[config.mk]
export PLATFORM = sky130hd
export DESIGN_NAME = serial_to_parallel
export DESIGN_NICKNAME = d
export VERILOG_FILES = /design/src/rtl/serpar_pkg.sv /design/src/rtl/deser_out_buf.sv /design/src/rtl/serial_to_parallel.sv
export SDC_FILE = /design/constraint.sdc
export NUM_CORES = 1
export LEC_CHECK = 0
export CORE_MARGIN = 10
export CORE_UTILIZATION = 25
export DETAILED_ROUTE_END_ITERATION = 12
export PLACE_DENSITY = 0.5
export SETUP_SLACK_MARGIN = 0.05
export SLEW_MARGIN = 15
export SYNTH_ARGS = -nofsm -noshare
export SYNTH_HDL_FRONTEND = slang
export SYNTH_SLANG_ARGS = --single-unit
[constraint.sdc]
create_clock -name clk -period 1.7 [get_ports clk]
set_input_delay 0.34 -clock clk [delete_from_list [all_inputs] [get_ports clk]]
set_output_delay 0.34 -clock clk [all_outputs]
set_load 0.005 [all_outputs]
[src/rtl/serpar_pkg.sv]
// Shared types and constants for the serial link serializer/deserializer pair.
package serpar_pkg;

  localparam int DATA_W_DEF = 8;

  typedef enum logic {
    IDLE  = 1'b0,
    SHIFT = 1'b1
  } state_t;

  function automatic int idx_w(input int data_w);
    return $clog2(data_w);
  endfunction

endpackage

[src/rtl/deser_out_buf.sv]
// One-entry valid/ready holding register: loads a completed word the cycle after word_vld.
// A word arriving while the held word is stalled is dropped and flagged (sticky overflow).
module deser_out_buf
  import serpar_pkg::*;
#(
  parameter int DATA_W = DATA_W_DEF
) (
  input  logic              clk,
  input  logic              rst_n,
  input  logic              word_vld,
  input  logic [DATA_W-1:0] word_dat,
  input  logic              par_ready,
  output logic [DATA_W-1:0] par_out,
  output logic              par_valid,
  output logic              overflow,
  output logic              load
);

  // A consume on the same edge frees the slot, so back-to-back words load without a bubble.
  assign load = word_vld && (!par_valid || par_ready);

  always_ff @(posedge clk or negedge rst_n) begin
    if (!rst_n) begin
      par_out   <= '0;
      par_valid <= 1'b0;
      overflow  <= 1'b0;
    end else begin
      if (load) begin
        par_out   <= word_dat;
        par_valid <= 1'b1;
      end else if (par_valid && par_ready) begin
        par_valid <= 1'b0;
      end
      if (word_vld && par_valid && !par_ready) begin
        overflow <= 1'b1;
      end
    end
  end

endmodule

[src/rtl/serial_to_parallel.sv]
// LSB-first deserializer: word appears one cycle after its last bit; stalled output drops new words.
// Framing errors (misplaced ser_first) and overflow are sticky until reset.
module serial_to_parallel
  import serpar_pkg::*;
#(
  parameter int DATA_W = DATA_W_DEF,
  parameter int CNT_W  = 16
) (
  input  logic              clk,
  input  logic              rst_n,
  input  logic              ser_in,
  input  logic              ser_valid,
  input  logic              ser_first,
  output logic [DATA_W-1:0] par_out,
  output logic              par_valid,
  input  logic              par_ready,
  output logic              frame_err,
  output logic              overflow,
  output logic [CNT_W-1:0]  byte_cnt
);

  localparam int IW = idx_w(DATA_W);
  localparam logic [IW-1:0] LAST = IW'(DATA_W - 1);

  state_t            state;
  logic [IW-1:0]     idx;
  logic [DATA_W-1:0] sreg;
  logic              word_vld;
  logic [DATA_W-1:0] word_dat;
  logic              load;

  assign word_vld = ser_valid && !ser_first && (state == SHIFT) && (idx == LAST);

  always_comb begin
    word_dat           = sreg;
    word_dat[DATA_W-1] = ser_in;
  end

  always_ff @(posedge clk or negedge rst_n) begin
    if (!rst_n) begin
      state     <= IDLE;
      idx       <= '0;
      sreg      <= '0;
      frame_err <= 1'b0;
    end else if (ser_valid) begin
      if (ser_first) begin
        // A new start while mid-word abandons the partial word.
        if (state == SHIFT) frame_err <= 1'b1;
        sreg[0] <= ser_in;
        idx     <= IW'(1);
        state   <= SHIFT;
      end else if (state == IDLE) begin
        frame_err <= 1'b1;
      end else begin
        sreg[idx] <= ser_in;
        if (idx == LAST) begin
          idx   <= '0;
          state <= IDLE;
        end else begin
          idx <= idx + 1'b1;
        end
      end
    end
  end

  deser_out_buf #(.DATA_W(DATA_W)) u_out_buf (
    .clk       (clk),
    .rst_n     (rst_n),
    .word_vld  (word_vld),
    .word_dat  (word_dat),
    .par_ready (par_ready),
    .par_out   (par_out),
    .par_valid (par_valid),
    .overflow  (overflow),
    .load      (load)
  );

  always_ff @(posedge clk or negedge rst_n) begin
    if (!rst_n) begin
      byte_cnt <= '0;
    end else if (load) begin
      byte_cnt <= byte_cnt + 1'b1;
    end
  end

endmodule

Word level (Yosys, flattened, before mapping). Index checks and enable logic that the tools add are counted.

Flip-flop bits (word level): 39. Input port bits: 6. Output and inout bits: 27.

Add/sub/neg operators: 2. Order comparisons: 2. Equal/unequal tests: 3. Mux-type cells: 16. Bitwise gates (word level): 1. Reductions and logical operators: 17.

Operators with widths (count): adder 16 x 1 -> 16 bit, second input constant (1); 2-to-1 mux 1 bit (11); 2-to-1 mux 3 bit (3); bitwise mux 8 bit (1); logical AND 1 bit (8); AND reduction 3 bit (2); less-than comparator 3 x 4 -> 1 bit, second input constant (1); nonzero test 2 bit (2); adder 3 x 1 -> 3 bit, second input constant (1); demux 1 bit (select 3 bit) (1); == test 3 bit, second input constant (1); greater-or-equal comparator 3 x 1 -> 1 bit, second input constant (1); logical NOT 1 bit (3); != test 2 x 1 -> 1 bit, second input constant (1); != test 2 bit, second input constant (1); AND reduction 2 bit (1); logical OR 1 bit (1); inverter 1 bit (1).

Logic depth before layout (Yosys ltp). Gate-level depths: netlist (run 1).

Depth in word-level cells: 7. Depth in mapped cells: 8. Mapped depth without buffers: 6.

Modules after synthesis. Synthesis (run 1) repeated with hierarchy kept, for this count alone.

Cell total of the unflattened synthesis: 132. Area, all modules: 1702.9 um2.

By module, submodules not included: serial_to_parallel (times used 1, cells an instance 108, area each 1288.7 um2, seq. area each 700.7 um2); deser_out_buf (times used 1, cells an instance 24, area each 414.1 um2, seq. area each 250.2 um2).

Least setup slack after synthesis (run 1). OpenSTA, ideal clock, no wires.

Path type: register to register. From: register idx[1]. To: register byte_cnt[1]. Library setup time: 0.125 ns. Arrival: 1.673 ns. Data required time: 1.575 ns. Path slack: -0.098 ns. Stages on the path, launching flop included: 8. Period minus slack after synthesis: 1.798 ns. Cells stage by stage: dfrtp_1 -> ha_1 -> ha_1 -> and4b_1 -> and2_1 -> buf_6 -> buf_12 -> mux2_4.

Longest elaborated chain between the ends: 3.

Ends and longest elaborated chain: start, declared (line serial_to_parallel.sv:26) `logic [IW-1:0] idx;`; start signal, assigned (line serial_to_parallel.sv:60) `idx <= idx + 1'b1;`; == test 3 bit (line serial_to_parallel.sv:32) `assign word_vld = ser_valid && !ser_first && (state == SHIFT) && (idx == LAST);`; logical AND 1 bit (line serial_to_parallel.sv:32); logical AND 1 bit (line deser_out_buf.sv:20) `assign load = word_vld && (!par_valid || par_ready);`; end signal, assigned (line serial_to_parallel.sv:82) `byte_cnt <= byte_cnt + 1'b1;`; end, declared (line serial_to_parallel.sv:19) `output logic [CNT_W-1:0] byte_cnt`.

Every way passes these cells. A chain may end at the register's enable or synchronous reset.

Worst setup path in the final report (run 1).
From: register idx[1]. To: register u_out_buf.par_out[3].

Longest elaborated chain between the ends: 3.

Ends and longest elaborated chain: == test 3 bit (line serial_to_parallel.sv:32); logical AND 1 bit (line serial_to_parallel.sv:32); logical AND 1 bit (line deser_out_buf.sv:20); end signal, assigned (line deser_out_buf.sv:29) `par_out <= word_dat;`; end, declared (line deser_out_buf.sv:13) `output logic [DATA_W-1:0] par_out,`.

Every way passes these cells.

==> impl_metrics.py, run 1 <==
metrics = {
    "place": {
        "post-dp-hpwl_um": 2690,
        "globalplace.congestion": 0.738,
        "dp_worst_setup_slack_ns": -0.214,
        "place.detailed.instances": 263,
        "io_buffers": 32,
    },
    "finish": {
        "regArea_um2": 955,
        "multiInputGateArea_um2": 782,
        "flow.area_growth_from_synthesis_pct": 41.5,
        "finalNetCount": 203,
        "layout.filler_cells": 652,
        "antenna_cells": 0,
        "instances_no_fill": 274,
        "layout.core_utilization_pct": 36.1,
        "post_route_cells_drive_above_1_share_pct": 29.9,
    },
    "grt": {
        "pin_count_of_the_biggest_net_entering_global_routing": 39,
        "groute.usage.overall_pct": 7.57,
        "grt_pass1_vias": 1291,
        "overflow": 0,
        "grt_antenna_before_repair": 0,
        "grt_pass1_wl_um": 6310,
    },
    "routing": {
        "drt_iter0_markers": 18,
        "wl_per_cell_um": 13.7,
        "detail_route.drc_violations": 0,
        "ant_nets": 0,
        "vias_per_cell": 4.43,
        "finalWirelength_um": 3750,
        "drt_pass1_iterations": 4,
        "via_count": 1215,
    },
    "worst_setup_path": {
        "startpoint_to_endpoint_class_of_the_critical_path": "flop to flop",
        "critical_path.reg2reg.startpoint": "idx[1]",
        "critPathSlowestCell": "sky130_fd_sc_hd__dfrtp_1",
        "slowest_delay_ns": 0.40,
        "crit_family": "flip-flops",
        "timing.critical_path.arrival_ns": 1.86,
        "r2r_setup_slack_ns": 0.01,
        "worst-r2r-cell-count": 6,
        "endpoint_kind": "flop",
        "rr_endpoint": "u_out_buf.par_out[3]",
        "crit_path_start_kind": "flop",
        "critPathMaxFanout": 8,
        "critical_path.n_buffers_inverters": 1,
        "crit_chain": "ha_2 > ha_4 > and4b_2 > and2_4 > buf_12 > mux2_4",
        "worst-endpoint-required_ns": 1.88,
    },
    "sta": {
        "setup_viol_count_final": 0,
        "rsz_0062_raised_after_global_routing": "true",
        "timing.final.ws_setup_ns": 0.0147,
        "max_fclk_mhz": 593,
        "report.final.slew_viol_count": 0,
        "timing.final.hold_violations": 0,
        "worst-slew-pin-transition_ns": 0.482,
        "period_needed_ns": 1.69,
        "fin_worst_skew_ns": 0.00314,
        "relSlewSlack_pct": 67.8,
        "period_share_pct": 99.1,
    },
    "floorplanning": {
        "die-area_mm2": 0.0106,
        "placeableCoreArea_mm2": 0.00672,
        "ios": 33,
        "die_height_um": 103,
        "effective_utilization_at_floorplan_pct": 25.5,
        "die_w_um": 103,
        "floorplan.rows": 30,
    },
    "clock_tree": {
        "clkLatencyLatePin_ns": 0.29,
        "htree_num_levels": 2,
        "cts_sinks": 38,
        "clk_root_buffer_cell": "sky130_fd_sc_hd__clkbuf_8",
        "cts_bufs_inserted": 5,
        "tritoncts_clock_tree": "built",
        "cts_buffer_depth": 2,
        "clk_pin_slew_ns": 0.08,
    },
    "synthesis": {
        "yosys_warning_count": 0,
        "synth_mux_area_share_pct": 11.4,
        "synthDominantCellAreaShare_pct": 55.4,
        "post_synth_and_or_nand_nor_area_fraction_pct": 16.5,
        "post-synth-top-area-cell": "sky130_fd_sc_hd__dfrtp_1",
        "syn_avg_cell_area_um2": 12.3,
        "synth_xor_xnor_area_share_pct": 7.65,
        "synth_seq_area_share_pct": 55.4,
        "async_reset_ff_share_pct": 100,
        "postSynthNetCount": 149,
        "yosys.area_share.adder_pct": 2.92,
        "synthesis.instances": 139,
        "synth_area_leaders": "sky130_fd_sc_hd__dfrtp_1 55%, sky130_fd_sc_hd__mux2_2 7.9%, sky130_fd_sc_hd__xnor2_1 4.1%",
        "synth_compound_gate_area_share_pct": 2.55,
        "synth.ff_latch_count": 38,
        "synth-main-ff-cell": "sky130_fd_sc_hd__dfrtp_1",
        "post_synth_num_cell_types": 31,
        "synth-edff-count": 0,
        "synth.cell_area_mm2": 0.00172,
        "main_combinational_cell_family_by_area_after_synthesis": "simple AND/OR/NAND/NOR gates",
    },
    "hold_path": {
        "hold_class": "primary input to async pin",
    },
    "power": {
        "p_leak_uw": 0.00110,
        "worst_ir_drop_vdd_mv": 0.288,
        "p_clk_share_pct": 31.8,
        "switching_share_pct": 25.1,
        "p_int_uw": 1540,
        "combinationalPowerShare_pct": 15.7,
        "power.net_switching_uw": 517,
        "powerDensity_mw_per_mm2": 847,
        "seq_power_share_pct": 52.5,
    },
    "status": {
        "outcome": "finished clean",
    },
    "job": {
        "max-cap-violations": 0,
    },
}
-- sequential cells by signal (all words and copies together) (netlist names) --
signal               count
byte_cnt                16
u_out_buf.overflow       1
sreg                     7
state                    1
u_out_buf.par_out        8
frame_err                1
u_out_buf.par_valid      1
idx                      3
-- logic make-up (layout without fill, tap and decap cells) --
logic type,after synthesis,count (layout)
AOI/OAI and AO/OA,7,7
DFF,38,38
and+or+nand+nor,50,50
xor gates and xnor gates,15,15
buffers and inverters,9,64
adders and majority gates,4,4
muxes,16,16
-- metal layers --
layer  GRT usage [%]  vias up  share of wire (%)  wire length (um)
met1            8.99      587                 42              1590
met3            3.75        6                 10               376
met5               0        -                  0                 0
met4            1.93        0               0.77                29
met2            11.9       28                 47              1750
li1                -      594                  -                 -
-- Yosys cell counts, drive strengths merged, types with 2 or more instances --
cell	count
dfrtp	38
mux2	16
nand2	11
xnor2	8
nand4	7
nor3	7
xor2	7
nand3	6
inv	5
ha	4
nor2	4
buf	3
o21ai	3
and2	2
and3	2
and4	2
nand2b	2
nand3b	2
nor3b	2
-- cell usage in the layout (no fill, tap or decap), drive strengths merged --
cell type      netlist  final
o21bai               1      1
nor3                 7      7
a21o                 1      1
and4b                1      1
mux2                16     16
o21ai                3      3
ha                   4      4
nor2                 4      4
clkdlybuf4s50        0     31
dfrtp               38     38
nand3b               2      2
nand3                6      6
clkinv               0      1
xnor2                8      8
and2                 2      2
or3                  1      1
and4                 2      2
nor3b                2      2
clkbuf               1      6
a22o                 1      1
nand4                7      7
nand2               11     11
nand2b               2      2
a21oi                1      1
xor2                 7      7
nor4                 1      1
inv                  5      5
buf                  3     20
and3                 2      2
clkinvlp             0      1
-- area by class of cell --
| type | instances | area share [%] |
|---|---|---|
| Sequential cell | 38 | 39.3 |
| Inverter | 5 | 0.773 |
| Clock inverter | 2 | 0.515 |
| Multi-Input combinational cell | 92 | 32.2 |
| Tap cell | 80 | 4.12 |
| Timing Repair Buffer | 51 | 19.7 |
| Clock buffer | 6 | 3.40 |
-- repair_timing --
item	in CTS	in global routing
endpoints found under the hold margin	0	0
hold buffers	0	0
setup endpoints to repair	14	24
pin swaps	1	5
buffers inserted	0	3
resized for setup	3	16
-- worst reg2reg max path, cell delays in order, from the launching register on --
cell	delay [ns]
sky130_fd_sc_hd__dfrtp_1	0.40
sky130_fd_sc_hd__ha_2	0.21
sky130_fd_sc_hd__ha_4	0.16
sky130_fd_sc_hd__and4b_2	0.22
sky130_fd_sc_hd__and2_4	0.16
sky130_fd_sc_hd__buf_12	0.14
sky130_fd_sc_hd__mux2_4	0.29
-- through the flow --
stage | power (uW) | TNS [ns] | hold slack [ns] | instance area [um^2]
6_report | 2060 | 0 | 0.0937 | 2430
5_1_grt | 2190 | -0.0798 | 0.132 | 2430
4_1_cts | 2080 | 0 | 0.112 | 2340
3_5_place_dp | 1410 | -4.03 | 0.431 | 2240
3_3_place_gp | 1400 | -3.67 | 0.428 | 2240
2_1_floorplan | 1240 | -0.0742 | 0.0444 | 1730
-- power groups by stage --
| stage | Combinational, uW | Sequential [uW] | Clock, uW |
|---|---|---|---|
| 2_1_floorplan | 152 | 1080 | 0 |
| 3_3_place_gp | 311 | 1090 | 0 |
| 4_1_cts | 317 | 1080 | 681 |
| 5_1_grt | 363 | 1090 | 729 |
| 3_5_place_dp | 311 | 1100 | 0 |
| 6_report | 323 | 1080 | 654 |
-- worst max-delay path by stage --
stage / startpoint / to / slack, ns / depth (start not counted)
3_5_place_dp: ser_first / byte_cnt[1] / -0.21 / 5
4_1_cts: idx[1] / u_out_buf.par_out[3] / 0.01 / 6
6_report: idx[1] / u_out_buf.par_out[3] / 0.01 / 6
5_1_grt: idx[1] / u_out_buf.par_out[2] / -0.01 / 6
3_3_place_gp: ser_first / u_out_buf.par_out[2] / -0.19 / 5
2_1_floorplan: idx[1] / byte_cnt[1] / -0.02 / 7
Power figures use the tool's default switching activity.
==> run 2: changes to the inputs <==
--- a/config.mk
+++ b/config.mk
@@ -5,6 +5,7 @@
 export SDC_FILE = /design/constraint.sdc
 export NUM_CORES = 1
 export LEC_CHECK = 0
+export CAP_MARGIN = 20
 export CORE_MARGIN = 10
 export CORE_UTILIZATION = 25
 export DETAILED_ROUTE_END_ITERATION = 12
==> results of run 2 <==
No change in the layout: final DEF, timing and power equal those of run 1.
==> run 3: changes to the inputs <==
--- a/config.mk
+++ b/config.mk
@@ -10,7 +10,7 @@
 export CORE_UTILIZATION = 25
 export DETAILED_ROUTE_END_ITERATION = 12
 export PLACE_DENSITY = 0.5
-export SETUP_SLACK_MARGIN = 0.05
+export SETUP_SLACK_MARGIN = 0.5
 export SLEW_MARGIN = 15
 export SYNTH_ARGS = -nofsm -noshare
 export SYNTH_HDL_FRONTEND = slang
==> impl_metrics.py, run 3 (synthesized netlist as in run 1, its figures left out) <==
metrics = {
    "finish": {
        "multiInputGateArea_um2": 921,
        "instances_no_fill": 297,
        "layout_commonest_cell": "sky130_fd_sc_hd__dfrtp_1",
        "top_regs": "byte_cnt: 16 flops, u_out_buf.par_out: 8 flops, sreg: 7 flops",
        "regArea_um2": 951,
        "final_cell_mix": "38 x sky130_fd_sc_hd__dfrtp_1, 31 x sky130_fd_sc_hd__buf_4, 27 x sky130_fd_sc_hd__buf_2",
        "layout.filler_cells": 665,
        "flow.area_growth_from_synthesis_pct": 55.0,
        "layout.core_utilization_pct": 39.6,
        "post_route_cells_drive_above_1_share_pct": 56.7,
        "antenna_cells": 0,
        "finalNetCount": 226,
        "top_register": "byte_cnt",
        "largest_register_ffs": 16,
    },
    "sta": {
        "timing.final.hold_violations": 0,
        "fin_worst_skew_ns": 0.00355,
        "setup_viol_count_final": 0,
        "worst-slew-pin-transition_ns": 0.490,
        "report.final.slew_viol_count": 0,
        "period_share_pct": 98.3,
        "max_fclk_mhz": 598,
        "rsz_0062_raised_after_global_routing": "true",
        "relSlewSlack_pct": 67.3,
        "period_needed_ns": 1.67,
    },
    "floorplanning": {
        "floorplan.rows": 30,
        "die-area_mm2": 0.0106,
        "placeableCoreArea_mm2": 0.00672,
        "ios": 33,
        "die_w_um": 103,
        "effective_utilization_at_floorplan_pct": 25.5,
        "die_height_um": 103,
    },
    "routing": {
        "dr.max_layer_used": "met4",
        "via_count": 1314,
        "dr_wl_met3_um": 281,
        "detailroute.wirelength.met2_um": 2020,
        "vias_per_cell": 4.42,
        "drt_iter0_markers": 50,
        "wl_per_cell_um": 13.8,
        "finalWirelength_um": 4110,
        "route.layer.met1.wl_um": 1750,
        "ant_nets": 0,
        "detail_route.drc_violations": 0,
        "drt_pass1_iterations": 4,
    },
    "grt": {
        "pin_count_of_the_biggest_net_entering_global_routing": 39,
        "grt_pass1_wl_um": 6770,
        "grt_antenna_before_repair": 0,
        "groute.usage.overall_pct": 8.10,
        "overflow": 0,
        "grt_pass1_vias": 1390,
    },
    "job": {
        "max-cap-violations": 0,
    },
    "worst_setup_path": {
        "critical_path.n_buffers_inverters": 1,
        "slowest_delay_ns": 0.37,
        "critPathSlowestCell": "sky130_fd_sc_hd__dfrtp_1",
        "worst-endpoint-required_ns": 1.87,
        "worst-path-stages": 6,
        "r2r_setup_slack_ns": 0.03,
        "startpoint_to_endpoint_class_of_the_critical_path": "flop to flop",
        "crit_chain": "ha_2 > ha_4 > and4b_1 > and2_4 > buf_12 > mux2_4",
        "crit_path_start_kind": "flop",
        "worst-r2r-cell-count": 6,
        "crit_family": "simple AND/OR/NAND/NOR gates",
        "critPathMaxFanout": 8,
        "critical_path.reg2reg.startpoint": "idx[1]",
        "rr_endpoint": "u_out_buf.par_out[2]",
        "endpoint_kind": "flop",
        "timing.critical_path.arrival_ns": 1.84,
    },
    "place": {
        "place.detailed.instances": 264,
        "globalplace.congestion": 0.774,
        "post-dp-hpwl_um": 2740,
        "io_buffers": 32,
    },
    "clock_tree": {
        "htree_num_levels": 2,
        "cts_sinks": 38,
        "clk_pin_slew_ns": 0.08,
        "cts_bufs_inserted": 5,
        "cts_buffer_depth": 2,
        "tritoncts_clock_tree": "built",
        "clk_root_buffer_cell": "sky130_fd_sc_hd__clkbuf_8",
        "clkLatencyLatePin_ns": 0.29,
        "holdBufCountCts": 0,
    },
    "power": {
        "p_leak_uw": 0.00138,
        "powerDensity_mw_per_mm2": 832,
        "worst_ir_drop_vdd_mv": 0.321,
        "power.total_uw": 2210,
    },
    "hold_path": {
        "hold_class": "primary input to async pin",
    },
    "status": {
        "outcome": "finished clean",
    },
}
run 3: area by class of cell:
class                   instances  share of cell area [%]
clock buffers                   8                    4.14
inverters                       5                   0.706
multi-input cells              92                    34.6
flip-flops and latches         38                    35.7
well taps                      80                    3.76
repair buffers                 74                    21.0
run 3: worst max-delay path by stage:
| stage | slack, ns | to | startpoint |
|---|---|---|---|
| 4_1_cts | 0.05 | u_out_buf.par_out[4] | idx[1] |
| 5_1_grt | -0.06 | byte_cnt[13] | idx[1] |
| 6_report | 0.03 | u_out_buf.par_out[2] | idx[1] |
| 3_3_place_gp | -0.17 | sreg[2] | ser_valid |
| 3_5_place_dp | -0.21 | sreg[2] | ser_valid |
| 2_1_floorplan | -0.02 | byte_cnt[1] | idx[1] |
run 3: power by group:
group          internal [uW]  switching [uW]
Combinational            256             158
Clock                    410             317
Sequential              1010            64.1
Total                   1680             539
run 3: repair_timing:
action | 4_1_cts | 5_1_grt
gates cloned | 1 | 0
pin swaps | 13 | 11
buffers inserted | 22 | 2
gates resized for setup | 134 | 24
setup endpoints to repair | 62 | 39
run 3: metrics by stage:
| step | area [um^2] | setup TNS [ns] | setup WS (ns) | hold slack, ns |
|---|---|---|---|---|
| 3_3_place_gp | 2280 | -3.36 | -0.168 | 0.432 |
| 5_1_grt | 2660 | -0.434 | -0.0593 | 0.132 |
| 3_5_place_dp | 2280 | -4.22 | -0.210 | 0.432 |
| 6_report | 2660 | 0 | 0.0289 | 0.0922 |
| 4_1_cts | 2550 | 0 | 0.0507 | 0.119 |
| 2_1_floorplan | 1780 | -0.0728 | -0.0182 | 0.0444 |
run 3: routing by layer:
metal	GRT usage [%]	up-vias
met5	0	-
met4	3.21	0
met3	2.55	7
met2	13.6	23
met1	9.42	646
li1	-	638
